**src/rtl/secuenciador_contador.sv**
```systemverilog
// Sweeps the per-FIFO pop counter (idx 0..3) while the switch is idle and
// publishes a consistent snapshot of the four counts plus their sum.
module secuenciador_contador #(
  parameter int CW      = 5,
  parameter int TW      = 7,
  parameter int TIMEOUT = 8
) (
  input  logic          clk,
  input  logic          reset,
  input  logic          start,
  input  logic          IDLE,
  input  logic          valid_contador,
  input  logic [CW-1:0] contador_out,
  output logic [1:0]    idx,
  output logic          req,
  output logic [CW-1:0] cnt_F0,
  output logic [CW-1:0] cnt_F1,
  output logic [CW-1:0] cnt_F2,
  output logic [CW-1:0] cnt_F3,
  output logic [TW-1:0] total,
  output logic          done,
  output logic          error,
  output logic          busy
);

  localparam int TMR_W = $clog2(TIMEOUT);

  typedef enum logic [1:0] {INICIO, PEDIR, ESPERAR, HECHO} state_t;

  state_t           state;
  logic [TMR_W-1:0] timer;
  logic [CW-1:0]    stg0, stg1, stg2;

  function automatic logic [TW-1:0] sum4(input logic [CW-1:0] a, input logic [CW-1:0] b,
                                         input logic [CW-1:0] c, input logic [CW-1:0] d);
    return TW'(a) + TW'(b) + TW'(c) + TW'(d);
  endfunction

  always_ff @(posedge clk) begin
    if (reset) begin
      state  <= INICIO;
      idx    <= 2'd0;
      req    <= 1'b0;
      done   <= 1'b0;
      error  <= 1'b0;
      busy   <= 1'b0;
      timer  <= '0;
      stg0   <= '0;
      stg1   <= '0;
      stg2   <= '0;
      cnt_F0 <= '0;
      cnt_F1 <= '0;
      cnt_F2 <= '0;
      cnt_F3 <= '0;
      total  <= '0;
    end else begin
      case (state)
        INICIO: begin
          if (start && IDLE) begin
            idx   <= 2'd0;
            error <= 1'b0;
            req   <= 1'b1;
            busy  <= 1'b1;
            state <= PEDIR;
          end
        end
        PEDIR: begin
          req   <= 1'b0;
          timer <= '0;
          state <= ESPERAR;
        end
        ESPERAR: begin
          if (!IDLE) begin
            busy  <= 1'b0;
            state <= INICIO;
          end else if (valid_contador) begin
            case (idx)
              2'd0: stg0 <= contador_out;
              2'd1: stg1 <= contador_out;
              2'd2: stg2 <= contador_out;
              default: begin
                // Publish on entry to HECHO so done coincides with fresh outputs
                cnt_F0 <= stg0;
                cnt_F1 <= stg1;
                cnt_F2 <= stg2;
                cnt_F3 <= contador_out;
                total  <= sum4(stg0, stg1, stg2, contador_out);
              end
            endcase
            if (idx == 2'd3) begin
              done  <= 1'b1;
              state <= HECHO;
            end else begin
              idx   <= idx + 2'd1;
              req   <= 1'b1;
              state <= PEDIR;
            end
          end else if (timer == TMR_W'(TIMEOUT - 1)) begin
            error <= 1'b1;
            busy  <= 1'b0;
            state <= INICIO;
          end else begin
            timer <= timer + 1'b1;
          end
        end
        HECHO: begin
          done  <= 1'b0;
          busy  <= 1'b0;
          state <= INICIO;
        end
        default: state <= INICIO;
      endcase
    end
  end

endmodule

```
**config.mk**
```make
export PLATFORM = sky130hd
export DESIGN_NAME = secuenciador_contador
export DESIGN_NICKNAME = d
export VERILOG_FILES = /design/src/rtl/secuenciador_contador.sv
export SDC_FILE = /design/constraint.sdc
export NUM_CORES = 1
export LEC_CHECK = 0
export BUFFER_PORTS_ARGS = -buffer_cell sky130_fd_sc_hd__buf_2
export CAP_MARGIN = 10
export CORE_ASPECT_RATIO = 2
export CORE_MARGIN = 3
export CORE_UTILIZATION = 50
export DETAILED_ROUTE_END_ITERATION = 6
export PLACE_DENSITY = 0.72
export SYNTH_ARGS = -nofsm -noshare
export SYNTH_HDL_FRONTEND = slang
export SYNTH_SLANG_ARGS = --single-unit
```
**constraint.sdc**
```tcl
create_clock -name clk -period 8.7 [get_ports clk]
set_input_delay 1.74 -clock clk [delete_from_list [all_inputs] [get_ports clk]]
set_output_delay 1.74 -clock clk [all_outputs]
set_load 0.005 [all_outputs]
```
-- After elaboration in Yosys (flattened, before gate mapping)
Index checks and enable logic that the tools add are counted.
W data, S select, Z words.
- register bits: 53
- bits of input ports: 10
- output and inout bits: 33
- word-level logic and storage cells: 92
- $add $sub $neg: 5
- equality and inequality tests: 18
- multiplexer cells: 33
- bitwise operators: 1
- reduce and logical (&&, ||, !) cells: 20
- operators with widths (kind ; count):
    $reduce_and A4 Y1 ; 7
    $mux W2 ; 9
    $ne A2 B2 Y1 const B ; 8
    $reduce_and A5 Y1 ; 3
    $mux W1 ; 14
    $mux W3 ; 3
    $eq A2 B2 Y1 const B ; 4
    $pmux W2 S4 ; 1
    $add A6 B5 Y7 ; 1
    $add A7 B5 Y7 ; 1
    $add A5 B5 Y6 ; 1
    $ne A3 B3 Y1 const B ; 2
    $pmux W1 S3 ; 2
    $pmux W3 S2 ; 1
    $reduce_bool A2 Y1 ; 3
    $reduce_bool A3 Y1 ; 2
    $eq A2 B1 Y1 const B ; 2
    $logic_not A2 Y1 ; 2
    $ne A4 B4 Y1 const B ; 1
    $pmux W1 S2 ; 2
    $pmux W2 S2 ; 1
    $add A3 B1 Y3 const B ; 1
    $eq A3 B3 Y1 const B ; 1
    $reduce_or A3 Y1 ; 1
    other kinds (4) ; 4

-- Longest topological paths before layout
Gate-level depths: netlist (run 1).
- word-level depth: 5
- depth in mapped cells: 11
- depth with buffers taken out: 11

-- Least setup slack after synthesis (run 1)
No wires, ideal clock.
- path kind: input port to flip-flop
- start: input contador_out[1]
- end: register total[5]
- setup time: 133 ps
- arrival: 3959 ps
- required time: 8567 ps
- slack: 4608 ps
- stages on the path: 11
- path buffers: 0
- cells stage by stage: inv_1 > fa_1 > inv_1 > fa_1 > ha_1 > inv_1 > fa_1 > nand2b_1 > a21oi_1 > mux2i_1 > o21ai_0
- word-level cells in the longest chain between the ends: 1
- ends and longest elaborated chain (what ; line ; RTL):
    from (decl) ; 13 ; input logic [CW-1:0] contador_out,
    $add A7 B5 Y7 ; 36 ; return TW'(a) + TW'(b) + TW'(c) + TW'(d);
    to (signal assigned) ; 87 ; total <= sum4(stg0, stg1, stg2, contador_out);
    to (decl) ; 20 ; output logic [TW-1:0] total,
Every way passes these cells.
A chain may end at the register's enable or synchronous reset.

-- Final worst setup path (run 1)
Ends and elaborated chain as after synthesis.

==> impl_results.md, run 1 <==
* Outcome: finished clean
* Final setup margin at 4.58 ns
* Core area at 0.00491 mm²
* Slew of the pin with the lowest slew margin at 0.847 ns
* Diode count at 0
* First-pass GRT wire length at 9220 µm
* Num CTS Buffers at 5
* Final setup fails at 0
* Via Count at 2102
* Final Max Tran Viols at 0
* # clock sinks at 53
* Tcrit/Tclk final at 47.3%
* Placed cells at 385
* Post-Syn Nets at 333
* Die width at 56.6 µm
* Vias in the first global route at 2022
* Tmin final at 4.12 ns
* Required time worst endpoint at 8.89 ns
* Int Pwr at 310 µW
* Core Util, Final at 58.2%
* Gr usage total at 19.6%
* Detail Route Antenna Nets at 0
* Worst hold-check path type: flip-flop to flip-flop
* Gr ovfl total at 0
* WL final at 5560 µm
* Clock Power Share at 35.3%
* Yosys cell types at 35
* Yosys warning total at 0
* Clk buf depth at 2
* Leak at 1.16 nW
* Switching share of power at 25.1%
* Cells after Synth at 300
* Total Neg Setup Slack at 0 ns
* DRC at 0
* PostCTS Resize Cnt at 0
* Total power at 414 µW
* Router iterations before antenna repair at 4
* Initial antenna violation count at 0
* Post-DR vias/cell at 5.35
* Layout filler cell count at 476
* Post-synth top area cell: dfxtp_1
* RSZ-0062 raised after global routing: no
* Peak supply drop at 0.158 mV
* Placement Cell Area at 0.00276 mm²
* Sequential power share at 59.3%
* Area share of the largest cell type after synthesis at 41.4%
* H-tree Lvls at 2
* Die Ht at 107 µm
* CP Capture Type: flip-flop
* Multi-input gate area at 0.00132 mm²
* Postcts setup bufs at 0
* Fin area at 0.00286 mm²
* DP HPWL at 4040 µm
* Clk slew on worst S/H paths at 0.10 ns
* Synthesized area at 0.00256 mm²
* Final Skew at 0.00536 ns
* Layout Nets at 368
* Critical path fanouts, max at 5
* CTS tree: done
* WL/cell at 14.2 µm
* Hold slack final at 0.459 ns
* PortBufs at 42
* Row cnt at 36
* Startpoint types: primary input
* CP arrival at 4.30 ns
* Top-level I/O count at 43
* Sequential cell area at 0.00106 mm²
* Final GP Congestion at 0.782
* Root buf cell: clkbuf_8
* DR iter-0 viols at 48
* Pwr Density at 145 mW/mm²
* Fin cells at 393
* Worst-Skew Late Latency at 0.32 ns
* Synthesis-to-layout area growth at 11.5%
* Avg Cell Area, Syn at 8.55 µm²
* F_max at 0.243 GHz
* Setup WS pre-CTS at 4.28 ns
* Fraction of layout cells with a size suffix above 1 at 19.0%
* FF+latch count, synth at 53
* Hold Vio Cnt, Final at 0
* Die area at 0.00607 mm²
* Setup CP Type: primary input to flip-flop
* Register area share after synthesis at 41.4%
* Combinational fraction of design power at 5.4%
* Slew HR at 43.4%
* Initial core utilization at 52.2%
* CTS Hold Bufs at 0
* Largest net degree at the start of global routing at 59
* Max Cap Viol at 0
* Synth area leaders: dfxtp_1, nand2_1, fa_1
* Psw at 104 µW
==> worst max-delay path, cell delays in order <==
cell and delay, ns:
buf_2 0.12, inv_1 0.06, fa_1 0.52, inv_1 0.05, fa_1 0.51, ha_1 0.19, inv_1 0.08, fa_1 0.39
nand2b_1 0.17, a21oi_1 0.17, mux2i_1 0.20, o21ai_0 0.09
==> Yosys cell counts, drive strengths merged <==
cell type  count
a41oi          1
nor4bb         1
a2bb2oi        1
and2b          1
o21ba          1
nand3         21
nand2b         6
and4b          2
mux2           1
a21oi         46
and2           3
dfxtp         53
ha            13
nand4b         1
a211oi         4
nor3b          2
nor2          13
fa            10
nand2         68
o221ai         1
o21ai          3
o31ai          1
o211ai         1
inv           26
buf           11
a311oi         1
mux2i          3
nand3b         1
clkbuf         4
==> final timing paths <==
check                           slack (ns)   endpoint             from  cells past startpoint
worst max-delay path                  4.58   total[5]  contador_out[1]                     12
worst min-delay path                  0.46  cnt_F0[2]        cnt_F0[2]                      2
worst max register to register        5.77   total[5]          stg0[1]                     11
worst min register to register        0.46  cnt_F0[2]        cnt_F0[2]                      2
==> layout make-up <==
class | count | area share, %
clock inverter | 3 | 0.876
clock buffer | 5 | 2.41
sequential | 53 | 37.1
timing repair buffer | 43 | 7.62
tap | 57 | 2.50
multi-input combinational | 206 | 46.1
inverter | 26 | 3.42
==> kinds of logic after synthesis <==
group                    synth area share (%)
flip-flops                               41.4
adder cells (fa/ha/maj)                  14.2
AO/OA/AOI/OAI                            14.6
AND/OR/NAND/NOR                          20.9
multiplexers                             1.61
buffers and inverters                    7.27
==> per-layer routing <==
| layer | global-route usage, % | wire (µm) | part of all wire (%) |
|---|---|---|---|
| met3 | 4.08 | 184 | 3.3 |
| met1 | 20.1 | 2090 | 38 |
| met5 | 0 | 0 | 0 |
| met2 | 36.7 | 3140 | 57 |
| met4 | 9.17 | 144 | 2.6 |
==> registers in the layout, indices dropped and copies added (netlist names) <==
register	count
busy	1
cnt_F1	5
cnt_F0	5
stg1	5
req	1
error	1
done	1
timer	3
state	2
idx	2
cnt_F3	5
stg0	5
stg2	5
cnt_F2	5
total	7
==> cells in the final DEF, fill, tap and decap left out, types with 4 or more instances in the layout <==
cell type / n
a211oi_1: 4
dfxtp_1: 53
clkbuf_8: 5
nand3_1: 21
fa_1: 10
ha_1: 13
inv_1: 26
nor2_1: 13
buf_2: 42
nand2b_1: 6
a21oi_2: 9
a21oi_1: 37
nand2_1: 68
==> power by group through the flow <==
| stage | registers, mW | clock network (mW) | logic (mW) |
|---|---|---|---|
| 2_1_floorplan | 0.250 | 0 | 0.0148 |
| 4_1_cts | 0.245 | 0.150 | 0.0227 |
| 6_report | 0.245 | 0.146 | 0.0225 |
| 3_3_place_gp | 0.251 | 0 | 0.0222 |
| 3_5_place_dp | 0.251 | 0 | 0.0226 |
| 5_1_grt | 0.246 | 0.158 | 0.0254 |
(Power assumes the default switching activity.)
==> inputs of run 2 (changes only) <==
--- a/config.mk
+++ b/config.mk
@@ -5,13 +5,14 @@
 export SDC_FILE = /design/constraint.sdc
 export NUM_CORES = 1
 export LEC_CHECK = 0
+export ABC_AREA = 1
 export BUFFER_PORTS_ARGS = -buffer_cell sky130_fd_sc_hd__buf_2
 export CAP_MARGIN = 10
 export CORE_ASPECT_RATIO = 2
 export CORE_MARGIN = 3
 export CORE_UTILIZATION = 50
 export DETAILED_ROUTE_END_ITERATION = 6
-export PLACE_DENSITY = 0.72
+export PLACE_DENSITY = 0.75
 export SYNTH_ARGS = -nofsm -noshare
 export SYNTH_HDL_FRONTEND = slang
 export SYNTH_SLANG_ARGS = --single-unit
==> constraint.sdc (replaced) <==
create_clock -name clk -period 3.7 [get_ports clk]
set_input_delay 0.74 -clock clk [delete_from_list [all_inputs] [get_ports clk]]
set_output_delay 0.74 -clock clk [all_outputs]
set_load 0.005 [all_outputs]
==> run 2 against run 1 <==
Synthesized cell count rose by 13%. Combinational power rose to 5.5 times the previous value. Routed wire length shrank 2.7%. Sequential cell count unchanged. Cell count grew 12%. Largest power group unchanged.
==> impl_results.md, run 2 <==
* Outcome: finished clean
* Worst hold-check path type: flip-flop to flip-flop
* Max reg flops at 7 (unchanged)
* Required time worst endpoint at 3.91 ns (-4.98 ns)
* RSZ-0062 raised after global routing: no
* Main synth FF type: dfxtp_1
* Slew HR at 50.6% (+7.2 points)
* Hold Vio Cnt, Final at 0 (unchanged)
* DR iter-0 viols at 73 (+52%)
* Largest net degree at the start of global routing at 38 (-36%)
* Final Skew at 0.00631 ns (+0.000953 ns)
* Critical path fanouts, max at 5 (unchanged)
* Final Max Tran Viols at 0 (unchanged)
* Commonest non-fill, non-tap cells in the layout: nor2_1, dfxtp_1, nand2_1, o21ai_0, buf_2
* Total Neg Setup Slack at 0 ns (unchanged)
* Startpoint types: primary input
* Asr flop ratio synth at 0% (unchanged)
* Core Util, Final at 59.2% (+0.99 points)
* Row cnt at 36 (unchanged)
* WL/cell at 12.3 µm (-13%)
* FF+latch count, synth at 53 (unchanged)
* Post-synth EDFFs at 0 (unchanged)
* Gr ovfl total at 0 (unchanged)
* Die width at 56.4 µm (-0.34%)
* DRC at 0 (unchanged)
* Via Count at 2186 (+4.0%)
* Tcrit/Tclk final at 76.8%
* Reg2reg setup slack at 1.03 ns (-4.74 ns)
* Max Cap Viol at 0 (unchanged)
* Initial core utilization at 51.8% (-0.38 points)
* Worst-Skew Late Latency at 0.32 ns (about the same)
* Most common cell in the synthesized netlist: nor2_1
* Vias in the first global route at 2084 (+3.1%)
* Placement Cell Area at 0.00280 mm² (+1.1%)
* Final setup fails at 0 (unchanged)
* H-tree Lvls at 2 (unchanged)
* # clock sinks at 53 (unchanged)
* WL final at 5410 µm (-2.7%)
* Core area at 0.00491 mm² (unchanged)
* Area share of the largest cell type after synthesis at 41.7% (+0.31 points)
* F_max at 0.352 GHz
* Gr usage total at 19.4% (-0.25 points)
* DP HPWL at 4140 µm (+2.4%)
* Yosys cell types at 23 (-34%)
* First-pass GRT wire length at 9120 µm (-1.1%)
* Biggest register: total
* Cells after Synth at 339 (+13%)
* Diode count at 0 (unchanged)
* Router iterations before antenna repair at 4 (unchanged)
* Initial antenna violation count at 0 (unchanged)
* Top-level I/O count at 43 (unchanged)
* Final GP Congestion at 0.821 (+5.0%)
* CTS Hold Bufs at 0 (unchanged)
* Placed cells at 431 (+12%)
* Yosys warning total at 0 (unchanged)
* Layout Nets at 414 (+13%)
* Postcts setup bufs at 0 (unchanged)
* Post-DR vias/cell at 4.98 (-6.9%)
* Hold slack final at 0.469 ns (+0.0102 ns)
* CP Capture Type: flip-flop
* Slew of the pin with the lowest slew margin at 0.740 ns (-0.107 ns)
* Leak at 1.37 nW (+18%)
* Die Ht at 107 µm (-0.34%)
* Pwr Density at 386 mW/mm² (+170%)
* Synthesized area at 0.00254 mm² (-0.73%)
* Clk buf depth at 2 (unchanged)
* Setup CP Type: primary input to flip-flop
* Fraction of layout cells with a size suffix above 1 at 15.2% (-3.9 points)
* Top post-synthesis cells by count: nor2_1, dfxtp_1, nand2_1
* Post-synth top area cell: dfxtp_1
* Root buf cell: clkbuf_8
* Register area share after synthesis at 41.7% (+0.31 points)
* Post-Syn Nets at 372 (+12%)
* Avg Cell Area, Syn at 7.51 µm² (-12%)
* Die area at 0.00603 mm² (-0.68%)
* Fin area at 0.00291 mm² (+1.7%)
* Fin cells at 439 (+12%)
* Synth area leaders: dfxtp_1, nor2_1, o21ai_0
* Peak supply drop at 0.444 mV (+180%)
* Commonest non-fill, non-tap cell in the layout: nor2_1
* Tmin final at 2.84 ns
* Num CTS Buffers at 5 (unchanged)
* Detail Route Antenna Nets at 0 (unchanged)
* PostCTS Resize Cnt at 0 (unchanged)
* CP arrival at 3.05 ns (-1.25 ns)
* PortBufs at 42 (unchanged)
* Clk slew on worst S/H paths at 0.10 ns (about the same)
* CTS tree: done
* Synthesis-to-layout area growth at 14.2%
==> run 2: cell count changes in the layout (fill, tap and decap cells not counted), moves of 3 or more <==
cell	delta
nor2_1	+81
o21ai_0	+39
a21oi_1	-26
nand2_1	-25
inv_1	+13
nand3_1	-11
a21oi_2	-9
nand2b_1	-6
a211oi_1	-4
mux2i_1	-3
==> run 2: cell type report <==
class | instances | area, µm²
Clock inverter | 2 | 38.8
Sequential cell | 53 | 1060
Inverter | 41 | 154
Clock buffer | 6 | 72.6
Tap cell | 57 | 71.3
Timing Repair Buffer | 45 | 233
Multi-Input combinational cell | 235 | 1280
Fill cell | 488 | 2000
==> run 2: cell families after synthesis <==
group / synth area share, %
and+or+nand+nor: 24.9
AOI/OAI and AO/OA: 10.7
DFF: 41.7
buffers and inverters: 8.16
adders and majority gates: 14.3
xor gates and xnor gates: 0.344
==> run 2: stage by stage <==
| step | setup slack [ns] | power, mW |
|---|---|---|
| floorplan | 0.794 | 0.698 |
| global placement | 0.561 | 0.733 |
| detailed placement | 0.521 | 0.736 |
| CTS | 0.856 | 1.13 |
| global route | 0.636 | 1.17 |
| finish | 0.859 | 1.12 |
==> run 2: routing by layer <==
metal	vias to the layer above	routed length (µm)	track usage, %
li1	1137	-	-
met1	987	2020	19.0
met2	47	2990	36.8
met3	15	218	4.10
met4	0	185	9.68
met5	-	0	0
==> run 2: worst max-delay path, cell delays in order <==
cell and delay, ns:
buf_2 0.11, inv_1 0.06, fa_1 0.53, inv_1 0.05, fa_1 0.51, ha_1 0.17
inv_1 0.06, fa_1 0.39, inv_1 0.07, nand3_1 0.07, nand3_1 0.09, nand2_1 0.05
nor2_1 0.11, nor2_1 0.05
==> run 2: final timing paths <==
check	from	endpoint	cells after the start
worst min-delay path	req	req	2
worst max register to register	stg0[1]	total[5]	13
worst max-delay path	contador_out[1]	total[5]	14
worst min register to register	req	req	2
==> run 2: where the power goes <==
part | total [mW] | leakage, nW | internal, mW | switching [mW]
Sequential | 0.600 | 0.428 | 0.585 | 0.0148
Clock | 0.397 | 0.0554 | 0.203 | 0.194
Combinational | 0.124 | 0.884 | 0.0477 | 0.0761
Total | 1.12 | 1.37 | 0.836 | 0.285
==> inputs of run 3 (changes only) <==
==> constraint.sdc (replaced) <==
create_clock -name clk -period 2.5 [get_ports clk]
set_input_delay 0.5 -clock clk [delete_from_list [all_inputs] [get_ports clk]]
set_output_delay 0.5 -clock clk [all_outputs]
set_load 0.005 [all_outputs]
==> run 3 against run 2 <==
Worst hold slack improved by 0.0014 ns. Highest routed layer unchanged. Largest power group unchanged. Register-to-register slack got worse by 1.1 ns. Clock power increased by 26%. Total power increased by 41%. The flow now finishes with violations (negative setup slack). Sequential cell count unchanged. Sequential share of layout area decreased by 1.2 points.
==> impl_results.md, run 3 (same netlist as run 2, synthesis figures left out) <==
* Commonest non-fill, non-tap cells in the layout: nor2_1, dfxtp_1, buf_2, o21ai_0, nand2_1
* H-tree Lvls at 2 (unchanged)
* F_max at 0.393 GHz
* Clk buf depth at 2 (unchanged)
* Final setup fails at 1 (+1)
* Die area at 0.00603 mm² (unchanged)
* DR iter-0 viols at 46 (-37%)
* CP peak stage delay at 0.52 ns (about the same)
* Synthesis-to-layout area growth at 18.7%
* CTS tree: done
* Biggest register: total
* Failing checks: negative setup slack
* Largest net degree at the start of global routing at 43 (+13%)
* Row cnt at 36 (unchanged)
* Die Ht at 107 µm (unchanged)
* CTS Hold Bufs at 0 (unchanged)
* Final Max Tran Viols at 0 (unchanged)
* Most used cell along the critical path: inv_2
* Startpoint types: flip-flop
* RSZ-0062 raised after global routing: yes
* Tmin final at 2.54 ns
* Multi-input gate area at 0.00132 mm² (+3.0%)
* Final setup margin at -0.0433 ns (-0.902 ns)
* DRC at 0 (unchanged)
* Worst-Skew Late Latency at 0.32 ns (about the same)
* Commonest non-fill, non-tap cell in the layout: nor2_1
* Die width at 56.4 µm (unchanged)
* Detail Route Antenna Nets at 0 (unchanged)
* Final Skew at 0.00669 ns (+0.000377 ns)
* Fraction of layout cells with a size suffix above 1 at 22.9% (+7.7 points)
* Final GP Congestion at 0.817 (-0.51%)
* Via Count at 2268 (+3.8%)
* Top-level I/O count at 43 (unchanged)
* CP arrival at 2.76 ns (-0.29 ns)
* Sequential cell area at 0.00107 mm² (+0.47%)
* CP Capture Type: flip-flop
* Router iterations before antenna repair at 4 (unchanged)
* WL final at 5600 µm (+3.4%)
* Post-DR vias/cell at 5.04 (+1.2%)
* Core area at 0.00491 mm² (unchanged)
* Layout Nets at 425 (+2.7%)
* WL/cell at 12.4 µm (+0.91%)
* Num CTS Buffers at 5 (unchanged)
* Max Cap Viol at 0 (unchanged)
* Setup CP Type: flip-flop to flip-flop
* Hold Vio Cnt, Final at 0 (unchanged)
* Worst hold-check path type: primary input to flip-flop
* Vias in the first global route at 2087 (+0.14%)
* PortBufs at 42 (unchanged)
* Gr usage total at 19.4% (about the same)
* Root buf cell: clkbuf_8
* Leak at 1.42 nW (+3.7%)
* Diode count at 0 (unchanged)
* First-pass GRT wire length at 9160 µm (+0.46%)
* Max reg flops at 7 (unchanged)
* Gr ovfl total at 0 (unchanged)
* Pwr Density at 525 mW/mm² (+36%)
* Crit-path cells: inv_2 -> fa_1 -> inv_2 -> fa_1 -> ha_2 -> inv_2 -> fa_2 -> inv_2 -> nand3_4 -> nand3_2 -> nand2_2 -> nor2_2 -> nor2_1
* Slew HR at 64.5% (+14 points)
* Tcrit/Tclk final at 102%
* # clock sinks at 53 (unchanged)
* Required time worst endpoint at 2.72 ns (-1.19 ns)
* Layout filler cell count at 472 (-3.3%)
* Total Neg Setup Slack at -0.0433 ns (-0.0433 ns)
* Critical path fanouts, max at 2 (-3)
* Setup WS pre-CTS at -0.311 ns (-0.833 ns)
* Clk slew on worst S/H paths at 0.10 ns (about the same)
* Initial core utilization at 51.8% (unchanged)
* Initial antenna violation count at 0 (unchanged)
* Slew of the pin with the lowest slew margin at 0.526 ns (-0.214 ns)
* Outcome: finished with violations
* DP HPWL at 4070 µm (-1.8%)
* CP max stage cell: fa_1
* Peak supply drop at 0.502 mV (+13%)
==> run 3: final cells by class <==
cell class	instances	area share [%]
multi-input cells	235	43.5
flip-flops and latches	53	35.3
repair buffers	56	10.4
inverters	41	5.34
well taps	57	2.36
clock buffers	5	2.28
clock inverters	3	0.746
==> run 3: stage by stage <==
stage | instance area [µm²] | std cells | util, % | power, mW | hold slack (ns)
global route | 3020 | 450 | 61.5 | 1.66 | 0.480
floorplan | 2560 | 339 | - | 1.03 | 0.431
finish | 3020 | 450 | 61.5 | 1.59 | 0.471
global placement | 2880 | 441 | 58.7 | 1.09 | 0.449
CTS | 2990 | 450 | 61.0 | 1.60 | 0.460
detailed placement | 2880 | 441 | 58.7 | 1.10 | 0.462
==> run 3: final timing paths <==
kind	start	endpoint	slack, ns	cells after the start
setup / recovery	stg0[1]	total[5]	-0.04	13
hold / removal	reset	timer[1]	0.47	2
setup reg to reg	stg0[1]	total[5]	-0.04	13
hold reg to reg	req	req	0.47	2
==> run 3: critical path, delay by kind of cell, from the launching register on <==
kind | cells | cell delay, ns
flops | 1 | 0.35
buf+inv | 4 | 0.21
fa+ha+maj | 4 | 1.55
simple gates | 5 | 0.32
==> run 3: timing repair <==
action,in CTS,in global routing
pin swaps,7,7
buffers inserted,1,0
gates resized for setup,7,11
setup endpoints to repair,2,5
==> run 3: per-layer routing <==
layer	GRT usage [%]	vias to the layer above	share of wire (%)
met5	0	-	0
li1	-	1162	-
met3	4.22	18	4.4
met1	19.7	1035	37
met4	10.7	0	3.8
met2	35.4	53	55
==> run 3: where the power goes <==
group / switching, mW / leakage, nW / total (mW) / internal, mW
Combinational: 0.119 / 0.940 / 0.198 / 0.0789
Clock: 0.301 / 0.0481 / 0.501 / 0.199
Sequential: 0.0220 / 0.430 / 0.888 / 0.866
Total: 0.442 / 1.42 / 1.59 / 1.14
